==> src/rtl/lsu_ctrl.sv <==
// lsu_ctrl: sequences core loads/stores onto a single-port req/gnt data memory
module lsu_ctrl #(
  parameter int TIMEOUT_CYC = 64,
  parameter int ADDR_W      = 32
) (
  input  logic              clk,
  input  logic              rst_n,
  input  logic              start_i,
  input  logic              is_store_i,
  input  logic [2:0]        funct3_i,
  input  logic [ADDR_W-1:0] addr_i,
  input  logic [31:0]       wdata_i,
  output logic              busy_o,
  output logic              done_o,
  output logic [31:0]       rdata_o,
  output logic              fault_o,
  output logic              mem_req_o,
  output logic              mem_we_o,
  output logic [ADDR_W-1:0] mem_addr_o,
  output logic [3:0]        mem_be_o,
  output logic [31:0]       mem_wdata_o,
  input  logic              mem_gnt_i,
  input  logic              mem_rvalid_i,
  input  logic [31:0]       mem_rdata_i
);
  localparam int CW = $clog2(TIMEOUT_CYC + 1);
  typedef enum logic [1:0] {IDLE, REQ, WAIT, RESP} state_t;
  state_t            state_q;
  logic              st_q, busy_q, done_q, fault_q, req_q, we_q;
  logic [2:0]        f3_q;
  logic [1:0]        a_q;
  logic [CW-1:0]     cnt_q;
  logic [31:0]       rdata_q, wdata_q;
  logic [ADDR_W-1:0] addr_q;
  logic [3:0]        be_q;
  logic              legal_d, to_d;
  logic [3:0]        be_d;
  logic [31:0]       wd_d, ld_d;
  logic [7:0]        byte_d;
  logic [15:0]       half_d;
  always_comb begin
    legal_d = (is_store_i ? !funct3_i[2] : funct3_i[2:1] != 2'b11) && funct3_i[1:0] != 2'b11 &&
              !(funct3_i[0] && addr_i[0]) && !(funct3_i[1] && addr_i[1:0] != 2'b00);
    be_d    = funct3_i[1] ? 4'hF : (funct3_i[0] ? 4'b0011 : 4'b0001) << addr_i[1:0];
    wd_d    = funct3_i[1] ? wdata_i : funct3_i[0] ? {2{wdata_i[15:0]}} : {4{wdata_i[7:0]}};
    byte_d  = 8'(mem_rdata_i >> {a_q, 3'b000});
    half_d  = 16'(mem_rdata_i >> {a_q[1], 4'b0000});
    // f3[2] selects zero extension, f3[1] a full word
    ld_d    = st_q ? 32'd0 : f3_q[1] ? mem_rdata_i :
              f3_q[0] ? {{16{half_d[15] & !f3_q[2]}}, half_d} : {{24{byte_d[7] & !f3_q[2]}}, byte_d};
    to_d    = cnt_q == CW'(TIMEOUT_CYC - 1);
  end
  always_ff @(posedge clk) begin
    if (!rst_n) begin
      state_q <= IDLE;
      busy_q  <= 1'b0;
      done_q  <= 1'b0;
      fault_q <= 1'b0;
      req_q   <= 1'b0;
      we_q    <= 1'b0;
      st_q    <= 1'b0;
      f3_q    <= 3'd0;
      a_q     <= 2'd0;
      cnt_q   <= '0;
      rdata_q <= 32'd0;
      wdata_q <= 32'd0;
      addr_q  <= '0;
      be_q    <= 4'd0;
    end else begin
      case (state_q)
        IDLE: if (start_i) begin
          busy_q  <= 1'b1;
          st_q    <= is_store_i;
          f3_q    <= funct3_i;
          a_q     <= addr_i[1:0];
          addr_q  <= {addr_i[ADDR_W-1:2], 2'b00};
          be_q    <= be_d;
          wdata_q <= wd_d;
          cnt_q   <= '0;
          rdata_q <= 32'd0;
          state_q <= legal_d ? REQ : RESP;
          req_q   <= legal_d;
          we_q    <= legal_d & is_store_i;
          done_q  <= !legal_d;
          fault_q <= !legal_d;
        end
        REQ: begin
          if (mem_gnt_i || to_d) begin
            req_q   <= 1'b0;
            we_q    <= 1'b0;
            cnt_q   <= '0;
          end else begin
            cnt_q   <= cnt_q + CW'(1);
          end
          // a same-cycle response skips WAIT entirely
          if (mem_gnt_i && mem_rvalid_i) begin
            state_q <= RESP;
            done_q  <= 1'b1;
            rdata_q <= ld_d;
          end else if (mem_gnt_i) begin
            state_q <= WAIT;
          end else if (to_d) begin
            state_q <= RESP;
            done_q  <= 1'b1;
            fault_q <= 1'b1;
          end
        end
        WAIT: begin
          if (mem_rvalid_i) begin
            state_q <= RESP;
            done_q  <= 1'b1;
            rdata_q <= ld_d;
          end else if (to_d) begin
            state_q <= RESP;
            done_q  <= 1'b1;
            fault_q <= 1'b1;
          end else begin
            cnt_q   <= cnt_q + CW'(1);
          end
        end
        RESP: begin
          state_q <= IDLE;
          busy_q  <= 1'b0;
          done_q  <= 1'b0;
          fault_q <= 1'b0;
        end
        default: state_q <= IDLE;
      endcase
    end
  end
  assign busy_o      = busy_q;
  assign done_o      = done_q;
  assign fault_o     = fault_q;
  assign rdata_o     = rdata_q;
  assign mem_req_o   = req_q;
  assign mem_we_o    = we_q;
  assign mem_addr_o  = addr_q;
  assign mem_be_o    = be_q;
  assign mem_wdata_o = wdata_q;
endmodule

==> config.mk <==
export PLATFORM = sky130hd
export DESIGN_NAME = lsu_ctrl
export DESIGN_NICKNAME = d
export VERILOG_FILES = /design/src/rtl/lsu_ctrl.sv
export SDC_FILE = /design/constraint.sdc
export NUM_CORES = 1
export LEC_CHECK = 0
export CAP_MARGIN = 20
export CORE_MARGIN = 3
export CORE_UTILIZATION = 45
export CTS_BUF_LIST = sky130_fd_sc_hd__clkbuf_8
export CTS_CLUSTER_SIZE = 16
export DETAILED_ROUTE_END_ITERATION = 10
export GPL_TIMING_DRIVEN = 0
export PLACE_DENSITY_LB_ADDON = 0.12
export SLEW_MARGIN = 15
export SYNTH_ARGS = -nofsm -noshare
export SYNTH_HDL_FRONTEND = slang
export SYNTH_SLANG_ARGS = --single-unit
==> constraint.sdc <==
create_clock -name clk -period 1.99 [get_ports clk]
set_input_delay 0.4975 -clock clk [delete_from_list [all_inputs] [get_ports clk]]
set_output_delay 0.4975 -clock clk [all_outputs]
set_load 0.03 [all_outputs]
==> key figures <==
Run status
  • Status: finished with violations
  • Failing checks: setup timing

Power and ir drop
  • Logic pwr share: between 40% and 50%
  • Sw Share: between 30% and 40%
  • Peak supply drop: between 0.6 and 0.7 mV
  • Psw: 4220 µW
  • Power per standard cell area: around 1300 nW/µm²
  • Sequential share of power: between 20 and 30%
  • Pint: 6630 µW
  • Pleak: about 0.0042 µW
  • Clock network power share: about a quarter

STA
  • Final setup viols: 1
  • Fmax achieved: around 500 MHz
  • Setup Skew: approximately 8.1 ps
  • Tcrit/Tclk final: 101%
  • Slew @ Worst Pin: 608 ps
  • Final count of hold timing violations: 0
  • Final setup margin: -13.3 ps
  • Worst hold slack: 455 ps
  • Slew Limit Fails: 0
  • Setup TNS: -13.3 ps
  • Rel. slew slack: between 50% and 60%
  • Min cycle time layout: about 2000 ps

Critical path
  • Worst EP required: roughly 2300 ps
  • R2r startpoint: state_q[0]$_SDFFE_PN0N_
  • Chain of cells forming the critical path: clkdlybuf4s50_1 -> a21boi_4 -> nor4_4 -> buf_4 -> nand4b_4 -> buf_6 -> o31ai_1
  • Worst-path maximum fanout: 7
  • Setup CP Type: in2reg
  • Crit path DAT: around 2400 ps
  • Worst reg-to-reg path cell count: 8
  • CP endpoint kind: register
  • Startpoint Class: input port
  • R2R Path End: rdata_o[28]$_SDFFE_PN0P_
  • Slowest CP cell: clkdlybuf4s50_1
  • Slowest cell delay on critical path: 630 ps
  • Worst reg2reg setup slack: 0 ps

Place
  • Post-DP Area: roughly 7600 µm²
  • Placement Setup Slack: -507 ps
  • IO Port Bufs: approximately 210
  • Final HPWL DP: about 14000 µm
  • RePlAce Congestion: between 0.9 and 1
  • Dpl cells: ~1000

Finish
  • # nets final: around 1000
  • Syn-to-layout area delta: 60.2%
  • Cell area after layout: between 8000 and 9000 µm²
  • Finished Layout Cells: between 1000 and 1500
  • Layout cell share with drive strength beyond 1: a little under an eighth
  • Fillers: ~850
  • Diode count: 0

Detailed routing
  • DRC: 0
  • Routed len/inst: 18.5 µm
  • Drt initial violations: 495
  • Vias/cell: roughly 5.7
  • Via Count: slightly below 6000
  • Total wire length: approximately 19000 µm
  • Drt first pass iters: 6
  • Number of routed nets with antenna violations: 0

Floorplanning
  • Std-Cell Rows: 39
  • Die Span Y: 115 µm
  • Die area: 13300 µm²
  • Io pins: between 200 and 250
  • Core footprint: around 12000 µm²
  • Die width: between 100 and 150 µm
  • Initial Utilization: between 40 and 50%

Synth
  • Mapped Avg Cell Area: 8.20 µm²
  • Mux share of post-synthesis cell area: under 10%
  • FFs w/ async S/R, synth: 0%
  • Synth unique cells: 48
  • Adder-Cell Fraction of Synth Area: around 1.2%
  • Largest family of logic cells by synthesized area: compound AO/OA/AOI/OAI gates
  • Seq/Total Area, Yosys: 44.0%
  • Post-synth EDFFs: 0
  • Post-synthesis compound-gate area fraction: between 20% and 30%
  • Warnings from Yosys: 0
  • Xor/xnor share of the synthesized area: 0%
  • Flops & latches, synth: 118
  • Simple logic cell fraction of the synthesized area: between 10% and 20%
  • Syn Inst Count: 654
  • Mapped Area: roughly 5400 µm²
  • Ys flop type: dfxtp_1

Clock tree
  • Worst-path clk slew: around 70 ps
  • CTS root buffer: clkbuf_8
  • Clock tree buffer depth: 2
  • Worst-skew pair later-pin latency: between 400 and 500 ps
  • Cts hold-fix bufs: 0
  • CTS Sinks: about 120
  • CTS buffer count: 17
  • CTS tree: yes
  • H-tree levels: 4

Min path
  • Worst hold path class: reg2reg
  • Hold wc startpoint: mem_addr_o[23]$_SDFFE_PN0P_
  • Worst Hold Depth: 2
  • Worst Hold Path EP: mem_addr_o[23]$_SDFFE_PN0P_

GRT
  • Grt total ovfl: 0
  • First-pass GRT wire length: ~28000 µm
  • Largest net degree at the start of global routing: 17
  • Vias in the first global route: approximately 6000
  • Initial antenna violation count: 0
  • Total Routing Usage GR: between 20 and 30%

Flow run
  • Max Cap Viol: 0
==> sequential cells by signal, summed over array words and instances, names as in the netlist <==
name         flops
a_q              2
busy_o           1
cnt_q            7
done_o           1
f3_q             3
fault_o          1
mem_addr_o      30
mem_be_o         4
mem_req_o        1
mem_wdata_o     32
mem_we_o         1
rdata_o         32
st_q             1
state_q          2
==> cells in the mapped netlist (6+ instances only) <==
master | n | area (µm²)
a221oi_1 | 7 | 61.3
o221ai_1 | 9 | 78.8
nand2_1 | 145 | 544
mux2i_1 | 27 | 270
nor2b_1 | 6 | 37.5
dfxtp_1 | 118 | 2360
a22oi_1 | 9 | 67.6
a22o_1 | 15 | 131
o31ai_1 | 22 | 165
nor2_1 | 24 | 90.1
and2_1 | 18 | 113
o21ai_0 | 39 | 195
clkbuf_1 | 31 | 116
a21oi_1 | 91 | 455
buf_2 | 10 | 50.1
inv_1 | 8 | 30.0
nand2b_1 | 6 | 37.5
a211oi_1 | 12 | 90.1
==> power groups by stage <==
stage          Combinational, µW  Sequential, µW  Clock [µW]
6_report                    4870            3230        2750
5_1_grt                     5190            3280        2880
4_1_cts                     4400            3200        2750
3_5_place_dp                4370            3250           0
3_3_place_gp                4280            3230           0
2_1_floorplan               1730            4130           0
==> cell families (layout without fill, tap and decap cells) <==
family / count (synthesis) / count (layout)
buffers and inverters: 59 / 309
other: 1 / 2
AND/OR/NAND/NOR: 232 / 232
multiplexers: 28 / 28
flip-flops: 118 / 118
AO/OA/AOI/OAI: 211 / 211
adder cells (fa/ha/maj): 5 / 5
==> per-stage QoR <==
step	power, µW	util, %
2_1_floorplan	5870	-
3_3_place_gp	7510	66.1
3_5_place_dp	7620	66.1
4_1_cts	10300	70.6
5_1_grt	11300	74.6
6_report	10800	74.6
==> placed cells by master (no fill, tap or decap), types with 17 or more instances in the layout <==
cell type / netlist / routed
a21oi_1: 91 / 91
and2_1: 18 / 18
clkbuf_1: 31 / 17
clkbuf_8: 0 / 22
clkdlybuf4s50_1: 0 / 132
dfxtp_1: 118 / 116
dlygate4sd2_1: 0 / 19
dlymetal6s2s_1: 0 / 55
mux2i_1: 27 / 27
nand2_1: 145 / 145
nor2_1: 24 / 24
o21ai_0: 39 / 39
==> layout make-up <==
cell class / instances / area (µm²) / share of cell area (%)
Clock inverter: 10 / 198 / 2.30
Tap cell: 143 / 179 / 2.08
Clock buffer: 22 / 303 / 3.52
Buffer: 49 / 262 / 3.04
Sequential cell: 118 / 2370 / 27.6
Multi-Input combinational cell: 478 / 2960 / 34.4
Inverter: 9 / 33.8 / 0.393
Timing Repair Buffer: 219 / 2290 / 26.7
==> how the worst max path moves through the flow <==
stage                                         endpoint               startpoint  slack, ps
after floorplan                  cnt_q[2]$_SDFFE_PN0P_  state_q[0]$_SDFFE_PN0N_        160
after detailed placement         cnt_q[2]$_SDFFE_PN0P_                  start_i       -510
after global placement           cnt_q[2]$_SDFFE_PN0P_                  start_i       -450
after CTS                 mem_wdata_o[22]$_SDFFE_PN0P_  state_q[0]$_SDFFE_PN0N_         -7
final                         rdata_o[28]$_SDFFE_PN0P_                mem_gnt_i        -10
after global routing          rdata_o[28]$_SDFFE_PN0P_  state_q[1]$_SDFFE_PN0N_       -110
==> routing by layer <==
metal / vias up / part of all wire, % / GRT usage [%]
met5: - / 0 / 0
li1: 2796 / - / -
met3: 58 / 10 / 10.2
met1: 2767 / 37 / 30.5
met4: 0 / 3.4 / 11.5
met2: 321 / 49 / 45.0
==> critical path, delay by kind of cell <==
family	cells	cell delay, ps
AOI/OAI and AO/OA	2	400
buffers and inverters	3	1020
and+or+nand+nor	2	430
==> repair_timing <==
item                       in CTS  in global routing
gates cloned                    0                  2
buffers inserted                1                 10
resized for setup              29                119
setup endpoints to repair      63                165
pin swaps                       3                  5
Power figures use the tool's default switching activity.
